==> config.mk <==
export PLATFORM = sky130hd
export DESIGN_NAME = spi_master
export DESIGN_NICKNAME = d
export VERILOG_FILES = /design/src/rtl/spi_pkg.sv /design/src/rtl/spi_sck_gen.sv /design/src/rtl/spi_master.sv
export SDC_FILE = /design/constraint.sdc
export NUM_CORES = 1
export LEC_CHECK = 0
export CAP_MARGIN = 10
export CORE_ASPECT_RATIO = 0.75
export CORE_MARGIN = 1.5
export CORE_UTILIZATION = 56
export CTS_CLUSTER_SIZE = 12
export DETAILED_ROUTE_END_ITERATION = 10
export PLACE_DENSITY = 0.83
export SETUP_SLACK_MARGIN = 0.4
export SLEW_MARGIN = 20
export SYNTH_ARGS = -nofsm -noshare
export SYNTH_HDL_FRONTEND = slang
export SYNTH_SLANG_ARGS = --single-unit
==> constraint.sdc <==
create_clock -name PCLK -period 2.62 [get_ports PCLK]
set_input_delay 0.393 -clock PCLK [delete_from_list [all_inputs] [get_ports PCLK]]
set_output_delay 0.393 -clock PCLK [all_outputs]
set_load 0.02 [all_outputs]
==> src/rtl/spi_pkg.sv <==
// Shared definitions for the SPI mode-0 master: FSM state encoding and frame constants.
package spi_pkg;

  typedef enum logic [1:0] {
    IDLE  = 2'd0,
    SETUP = 2'd1,
    HIGH  = 2'd2,
    LOW   = 2'd3
  } spi_state_e;

  localparam logic [1:0] SPI_MODE0      = 2'b00;
  localparam int         SPI_FRAME_BITS = 8;

endpackage

==> src/rtl/spi_sck_gen.sv <==
// Half-period timer for the SPI master. A load restarts the count; while enabled it
// strobes phase_end on the last PCLK cycle of every SCK half period and reloads itself.
module spi_sck_gen #(
  parameter int HALF_PERIOD = 4,
  parameter int CNT_W       = 8
) (
  input  logic clk,
  input  logic rst,
  input  logic load,
  input  logic en,
  output logic phase_end
);

  localparam logic [CNT_W-1:0] RELOAD = CNT_W'(HALF_PERIOD - 1);

  logic [CNT_W-1:0] cnt_q;
  logic [CNT_W-1:0] cnt_d;

  assign phase_end = en && (cnt_q == '0);

  // Next count: restart on load, otherwise count down and wrap at the end of each half period.
  always_comb begin
    cnt_d = cnt_q;
    if (load) begin
      cnt_d = RELOAD;
    end else if (en) begin
      cnt_d = (cnt_q == '0) ? RELOAD : cnt_q - 1'b1;
    end
  end

  // Counter register.
  always_ff @(posedge clk) begin
    if (rst) begin
      cnt_q <= '0;
    end else begin
      cnt_q <= cnt_d;
    end
  end

endmodule

==> src/rtl/spi_master.sv <==
// SPI mode-0 master: one 8-bit MSB-first full-duplex frame per accepted START.
// All pin outputs, including SCK, are PCLK-domain registers.
// Optional build macro SPI_MSTR_MISO_SYNC_EN: MISO passes through a 2-flop synchronizer
// before it is sampled (requires HALF_PERIOD >= 3); frame timing is unchanged.
module spi_master
  import spi_pkg::*;
#(
  parameter int HALF_PERIOD = 4,
  parameter int CNT_W       = 8
) (
  input  logic       PCLK,
  input  logic       PRESET,
  input  logic       START,
  input  logic [1:0] MODE,
  input  logic [7:0] TX_DATA,
  output logic [7:0] RX_DATA,
  output logic       BUSY,
  output logic       DONE,
  output logic       ERR,
  output logic       SCK,
  output logic       SS,
  output logic       MOSI,
  input  logic       MISO
);

  localparam logic [2:0] LAST_BIT = 3'(SPI_FRAME_BITS - 1);

  if (HALF_PERIOD < 2 || HALF_PERIOD > 255) begin : g_hp_range_chk
    $error("spi_master: HALF_PERIOD must lie in 2..255");
  end
  if ((1 << CNT_W) <= HALF_PERIOD) begin : g_cnt_w_chk
    $error("spi_master: CNT_W too narrow for HALF_PERIOD");
  end

  logic miso_s;

`ifdef SPI_MSTR_MISO_SYNC_EN
  if (HALF_PERIOD < 3) begin : g_sync_hp_chk
    $error("spi_master: MISO synchronizer needs HALF_PERIOD >= 3");
  end

  logic miso_meta_q;
  logic miso_sync_q;

  // Two-flop synchronizer on the incoming serial data.
  always_ff @(posedge PCLK) begin
    if (PRESET) begin
      miso_meta_q <= 1'b0;
      miso_sync_q <= 1'b0;
    end else begin
      miso_meta_q <= MISO;
      miso_sync_q <= miso_meta_q;
    end
  end

  assign miso_s = miso_sync_q;
`else
  assign miso_s = MISO;
`endif

  spi_state_e state_q, state_d;
  logic       sck_q, sck_d;
  logic       ss_q, ss_d;
  logic       mosi_q, mosi_d;
  logic       busy_q, busy_d;
  logic       done_q, done_d;
  logic       err_q, err_d;
  logic [7:0] rx_data_q, rx_data_d;
  logic [7:0] tx_sr_q, tx_sr_d;
  logic [7:0] rx_sr_q, rx_sr_d;
  logic [2:0] bit_cnt_q, bit_cnt_d;
  logic       cnt_load;
  logic       phase_end;

  spi_sck_gen #(
    .HALF_PERIOD (HALF_PERIOD),
    .CNT_W       (CNT_W)
  ) u_sck_gen (
    .clk       (PCLK),
    .rst       (PRESET),
    .load      (cnt_load),
    .en        (state_q != IDLE),
    .phase_end (phase_end)
  );

  // Frame sequencing: every state change happens on the last cycle of a half period.
  always_comb begin
    state_d   = state_q;
    sck_d     = sck_q;
    ss_d      = ss_q;
    mosi_d    = mosi_q;
    busy_d    = busy_q;
    done_d    = 1'b0;
    err_d     = 1'b0;
    rx_data_d = rx_data_q;
    tx_sr_d   = tx_sr_q;
    rx_sr_d   = rx_sr_q;
    bit_cnt_d = bit_cnt_q;
    cnt_load  = 1'b0;
    unique case (state_q)
      IDLE: begin
        if (START) begin
          if (MODE == SPI_MODE0) begin
            cnt_load  = 1'b1;
            tx_sr_d   = TX_DATA;
            bit_cnt_d = '0;
            ss_d      = 1'b0;
            mosi_d    = TX_DATA[7];
            busy_d    = 1'b1;
            state_d   = SETUP;
          end else begin
            err_d = 1'b1;
          end
        end
      end
      SETUP: begin
        if (phase_end) begin
          sck_d   = 1'b1;
          state_d = HIGH;
        end
      end
      HIGH: begin
        if (phase_end) begin
          rx_sr_d = {rx_sr_q[6:0], miso_s};
          sck_d   = 1'b0;
          state_d = LOW;
          if (bit_cnt_q != LAST_BIT) begin
            // Rotating keeps every bit live; only the top bit ever reaches MOSI.
            tx_sr_d = {tx_sr_q[6:0], tx_sr_q[7]};
            mosi_d  = tx_sr_q[6];
          end
        end
      end
      LOW: begin
        if (phase_end) begin
          if (bit_cnt_q != LAST_BIT) begin
            bit_cnt_d = bit_cnt_q + 3'd1;
            sck_d     = 1'b1;
            state_d   = HIGH;
          end else begin
            ss_d      = 1'b1;
            rx_data_d = rx_sr_q;
            done_d    = 1'b1;
            busy_d    = 1'b0;
            state_d   = IDLE;
          end
        end
      end
      default: state_d = IDLE;
    endcase
  end

  // FSM and datapath registers; reset aborts any frame in flight.
  always_ff @(posedge PCLK) begin
    if (PRESET) begin
      state_q   <= IDLE;
      sck_q     <= 1'b0;
      ss_q      <= 1'b1;
      mosi_q    <= 1'b0;
      busy_q    <= 1'b0;
      done_q    <= 1'b0;
      err_q     <= 1'b0;
      rx_data_q <= '0;
      tx_sr_q   <= '0;
      rx_sr_q   <= '0;
      bit_cnt_q <= '0;
    end else begin
      state_q   <= state_d;
      sck_q     <= sck_d;
      ss_q      <= ss_d;
      mosi_q    <= mosi_d;
      busy_q    <= busy_d;
      done_q    <= done_d;
      err_q     <= err_d;
      rx_data_q <= rx_data_d;
      tx_sr_q   <= tx_sr_d;
      rx_sr_q   <= rx_sr_d;
      bit_cnt_q <= bit_cnt_d;
    end
  end

  assign SCK     = sck_q;
  assign SS      = ss_q;
  assign MOSI    = mosi_q;
  assign BUSY    = busy_q;
  assign DONE    = done_q;
  assign ERR     = err_q;
  assign RX_DATA = rx_data_q;

endmodule

After elaboration in Yosys (flattened, before gate mapping) --
Index checks and enable logic that the tools add are counted.
Storage, ports and cells: bits in registers 43, logic and storage cells 96
Operators by class: add/subtract/negate cells 2, eq/ne operators 12, muxes and demuxes 45, bitwise logic cells 5, reductions and logical operators 19
Operator list (number):
- $mux 8 | 5
- $reduce_and 5->1 | 5
- $mux 1 | 21
- $mux 2 | 8
- $ne 2x2->1 const B | 8
- $pmux 8 s2 | 1
- $mux 3 | 4
- $logic_not 8->1 | 1
- $pmux 2 s4 | 1
- $reduce_bool 2->1 | 4
- $sub 8x1->8 const B | 1
- $pmux 1 s2 | 3
- $pmux 3 s2 | 1
- $reduce_or 3->1 | 2
- $not 1->1 | 5
- $eq 2x2->1 const B | 2
- $logic_not 2->1 | 2
- $add 3x1->3 const B | 1
- $ne 3x3->1 const B | 1
- $pmux 1 s3 | 1
- $reduce_and 3->1 | 1
- $reduce_bool 3->1 | 1
- $eq 2x1->1 const B | 1
- $reduce_and 2->1 | 1
- other kinds (2) | 2

Logic depth before layout (Yosys ltp) --
depth in word-level cells 5, gate-level depth with buffers 7, mapped depth without buffers 6

Cells and area by module --
A second synthesis with hierarchy kept.
Second synthesis, totals: cell total of the unflattened synthesis 202, area, all modules 1850.5 sq um
Modules (own cells, without submodules):
- spi_master | instances 1, cells an instance 154, area each 1431.4 sq um
- spi_sck_gen | instances 1, cells an instance 48, area each 419.2 sq um

Worst setup path after synthesis --
Ideal clock, no wire load.
path type register to register, start reg u_sck_gen.cnt_q[2], end reg bit_cnt_q[0], setup time 0.132 ns, data arrival time 1.649 ns, data required time 2.488 ns, path slack 0.838 ns, stages on the path, launching flop included 6, path buffers 1, cell sequence dfxtp_1 -> or4_1 -> buf_2 -> or4_1 -> nand3_1 -> a21oi_1
Between the ends: word-level cells in the longest chain between the ends 4
RTL lines:
- from (decl) | RTL line spi_sck_gen.sv:16 | logic [CNT_W-1:0] cnt_q;
- from (signal assigned) | RTL line spi_sck_gen.sv:36 | cnt_q <= cnt_d;
- $logic_not 8->1 | RTL line spi_sck_gen.sv:19 | assign phase_end = en && (cnt_q == '0);
- $logic_and 1x1->1 | RTL line spi_sck_gen.sv:19
- $ne 2x2->1 (no line)
- $reduce_and 5->1 (no line)
- to (signal assigned) | RTL line spi_master.sv:178 | bit_cnt_q <= bit_cnt_d;
- to (decl) | RTL line spi_master.sv:71 | logic [2:0] bit_cnt_q, bit_cnt_d;
Every way passes these cells. A chain may end at the register's enable or synchronous reset.

Worst setup path in the final report --
start reg u_sck_gen.cnt_q[0], end reg rx_sr_q[3]
Between the ends: word-level cells in the longest chain between the ends 3
RTL lines:
- $logic_not 8->1 | RTL line spi_sck_gen.sv:19
- $logic_and 1x1->1 | RTL line spi_sck_gen.sv:19
- $reduce_and 2->1 (no line)
- to (signal assigned) | RTL line spi_master.sv:177 | rx_sr_q <= rx_sr_d;
- to (decl) | RTL line spi_master.sv:70 | logic [7:0] rx_sr_q, rx_sr_d;
Every way passes these cells.

==> impl_metrics.py <==
metrics = {
    "critical_path": {
        "critPathMaxStageDelay_ns": 0.51,
        "crit_arrival_ns": 2.24,
        "start_kind": "flip-flop",
        "crit_type": "flip-flop to flip-flop",
        "worstPathCellList": "inv_1 -> ha_1 -> nor4bb_1 -> nand3_1 -> mux2i_1 -> nor2_1",
        "crit_path_end_kind": "flip-flop",
        "worstPathRequired_ns": 2.80,
        "cp_slowest_cell": "nand3_1",
        "reg2reg_depth": 6,
        "cp_max_fo": 8,
        "r2r_slack_ns": 0.56,
    },
    "min_path": {
        "hold_path.class": "flip-flop to flip-flop",
        "hold_depth": 2,
    },
    "floorplan": {
        "io_pins": 28,
        "initial_core_util": 0.595,
        "die_w_um": 68.0,
        "die_area_sq_um": 3520,
        "core-area_sq_um": 2980,
        "rows": 17,
        "die_height_um": 51.7,
    },
    "timing": {
        "tns_ns": 0,
        "fin_crit_sh": 0.785,
        "layout_min_cycle_time_ns": 2.06,
        "worst_slew_pin_slew_ns": 0.562,
        "relSlewSlack": 0.620,
        "fmaxAchievable_mhz": 486,
        "slew_violations": 0,
        "final-setup-viol-count": 0,
        "finClkSkew_ns": 0.00244,
        "rsz0062_at_grt": "yes",
        "hold_viol": 0,
    },
    "placed_design": {
        "placed_area_sq_um": 2070,
        "hpwlAfterDp_um": 2890,
        "gp_congestion": 0.803,
        "io_buffer_count": 27,
    },
    "clock_network": {
        "tritoncts.num_buffers": 5,
        "postCtsSetupBuffers": 0,
        "htree_levels": 2,
        "cts_buffer_depth": 2,
        "cts.sinks": 42,
        "clock_latency_ns": 0.29,
        "cts_tree": "built",
        "cts.clk_slew.worst_paths_ns": 0.07,
        "root_buffer": "clkbuf_8",
    },
    "grt": {
        "gr-usage-all-layers": 0.252,
        "antenna_found_initial": 0,
        "gr-total-overflow": 0,
        "grt_max_degree": 18,
        "grt_pass1_wl_um": 6500,
        "grt_pass1_vias": 1421,
    },
    "drt": {
        "drt_wl_total_um": 3950,
        "ant_nets": 0,
        "firstDrtPassIters": 4,
        "dr.first_iter.drc_count": 139,
        "wl_per_cell_um": 15.3,
        "vias": 1512,
        "via_per_inst": 5.84,
        "drc": 0,
    },
    "logic_synthesis": {
        "post_synth_num_cell_types": 34,
        "synthCells": 193,
        "seq_area_frac_synth": 0.474,
        "netlist_area_sq_um": 1770,
        "synth-edff-count": 0,
        "ys_async_sr_fraction": 0,
        "syn_area_per_cell_sq_um": 9.19,
        "ys_seq_elements": 42,
        "synth_ff_type": "dfxtp_1",
        "synth_nets": 211,
        "ys_warn_count": 0,
    },
    "run_status": {
        "outcome": "finished clean",
    },
    "final_layout": {
        "drive_gt1_frac": 0.0679,
        "area_growth_pct": 22.2,
        "final_common_cell": "dfxtp_1",
        "nFillCells": 217,
        "fin_nets": 238,
        "n_antenna_cell": 0,
        "layout_common_cells": "dfxtp_1, clkdlybuf4s50_1, nand2_1, nor2_1",
        "fin_area_sq_um": 2170,
    },
    "power": {
        "power_leakage_nw": 0.803,
        "vdd_ir_drop_max_mv": 0.442,
        "p_per_area_nw_per_um2": 786,
    },
    "flow_run": {
        "maxCapViolCount": 0,
    },
}
==> synthesized netlist by cell type, types with 3 or more instances <==
library cell,count,share of area
nor4_1,4,0.014
nor2_1,20,0.042
xnor2_1,5,0.025
buf_2,3,0.0085
nand3_1,6,0.017
a21oi_1,14,0.040
nand2_1,20,0.042
mux2i_1,16,0.090
a311oi_1,9,0.044
nor3_1,16,0.045
inv_1,3,0.0064
clkbuf_1,6,0.013
ha_1,4,0.028
dfxtp_1,42,0.47
==> per-layer routing <==
layer / routed length, um / global-route usage / part of all wire / vias to the layer above
met1: 1780 / 0.326 / 0.45 / 715
met3: 206 / 0.0519 / 0.052 / 7
met2: 1910 / 0.411 / 0.48 / 38
met4: 54 / 0.0967 / 0.014 / 0
met5: 0 / 0 / 0 / -
li1: - / - / - / 752
==> worst max-delay path, delay by kind of cell, from the launching register on <==
family	cells	cell delay (ns)
mux	1	0.29
flops	1	0.34
buf+inv	1	0.09
fa+ha+maj	1	0.18
simple gates	3	1.05
==> cell type report <==
cell class	count	area, sq um	share of cell area
Clock inverter	1	5.00	0.00231
Sequential cell	42	841	0.388
Timing Repair Buffer	30	293	0.135
Multi-Input combinational cell	138	883	0.408
Clock buffer	7	86.3	0.0398
Tap cell	38	47.5	0.0219
Inverter	3	11.3	0.00520
==> flip-flops by register name, summed over array words and instances, names as in the netlist <==
| name | cells |
|---|---|
| tx_sr_q | 7 |
| DONE | 1 |
| SS | 1 |
| RX_DATA | 8 |
| MOSI | 1 |
| BUSY | 1 |
| state_q | 2 |
| u_sck_gen.cnt_q | 8 |
| bit_cnt_q | 3 |
| ERR | 1 |
| rx_sr_q | 8 |
| SCK | 1 |
==> worst paths after layout <==
check,start,endpoint
worst max-delay path,u_sck_gen.cnt_q[0],rx_sr_q[3]
worst min-delay path,RX_DATA[5],RX_DATA[5]
worst max register to register,u_sck_gen.cnt_q[0],rx_sr_q[3]
worst min register to register,RX_DATA[5],RX_DATA[5]
==> logic make-up after synthesis <==
family / synth area share
multiplexers: 0.0903
XOR/XNOR: 0.0296
adder cells (fa/ha/maj): 0.0282
flip-flops: 0.474
buffers and inverters: 0.0296
AO/OA/AOI/OAI: 0.106
AND/OR/NAND/NOR: 0.242
==> power breakdown <==
group          total, mW  internal [mW]  leakage (nW)  switching [mW]
Combinational      0.503          0.213         0.414           0.290
Sequential         0.782          0.710         0.341          0.0720
Clock              0.419          0.212        0.0482           0.207
Total               1.70           1.14         0.803           0.568
==> timing repair <==
action,CTS,global route
endpoints found under the setup margin,0,13
hold buffers,0,0
hold endpoints to repair,0,0
resized for setup,0,1
==> through the flow <==
stage	power (mW)	setup slack (ns)	util	std cells	hold slack (ns)
detailed placement	1.29	0.426	0.696	251	0.444
CTS	1.70	0.471	0.726	259	0.454
global route	1.79	0.357	0.728	259	0.475
global placement	1.26	0.482	0.696	251	0.439
floorplan	1.16	0.838	-	193	0.436
finish	1.70	0.563	0.728	259	0.451
No activity file was read; power rests on OpenSTA's default activity.
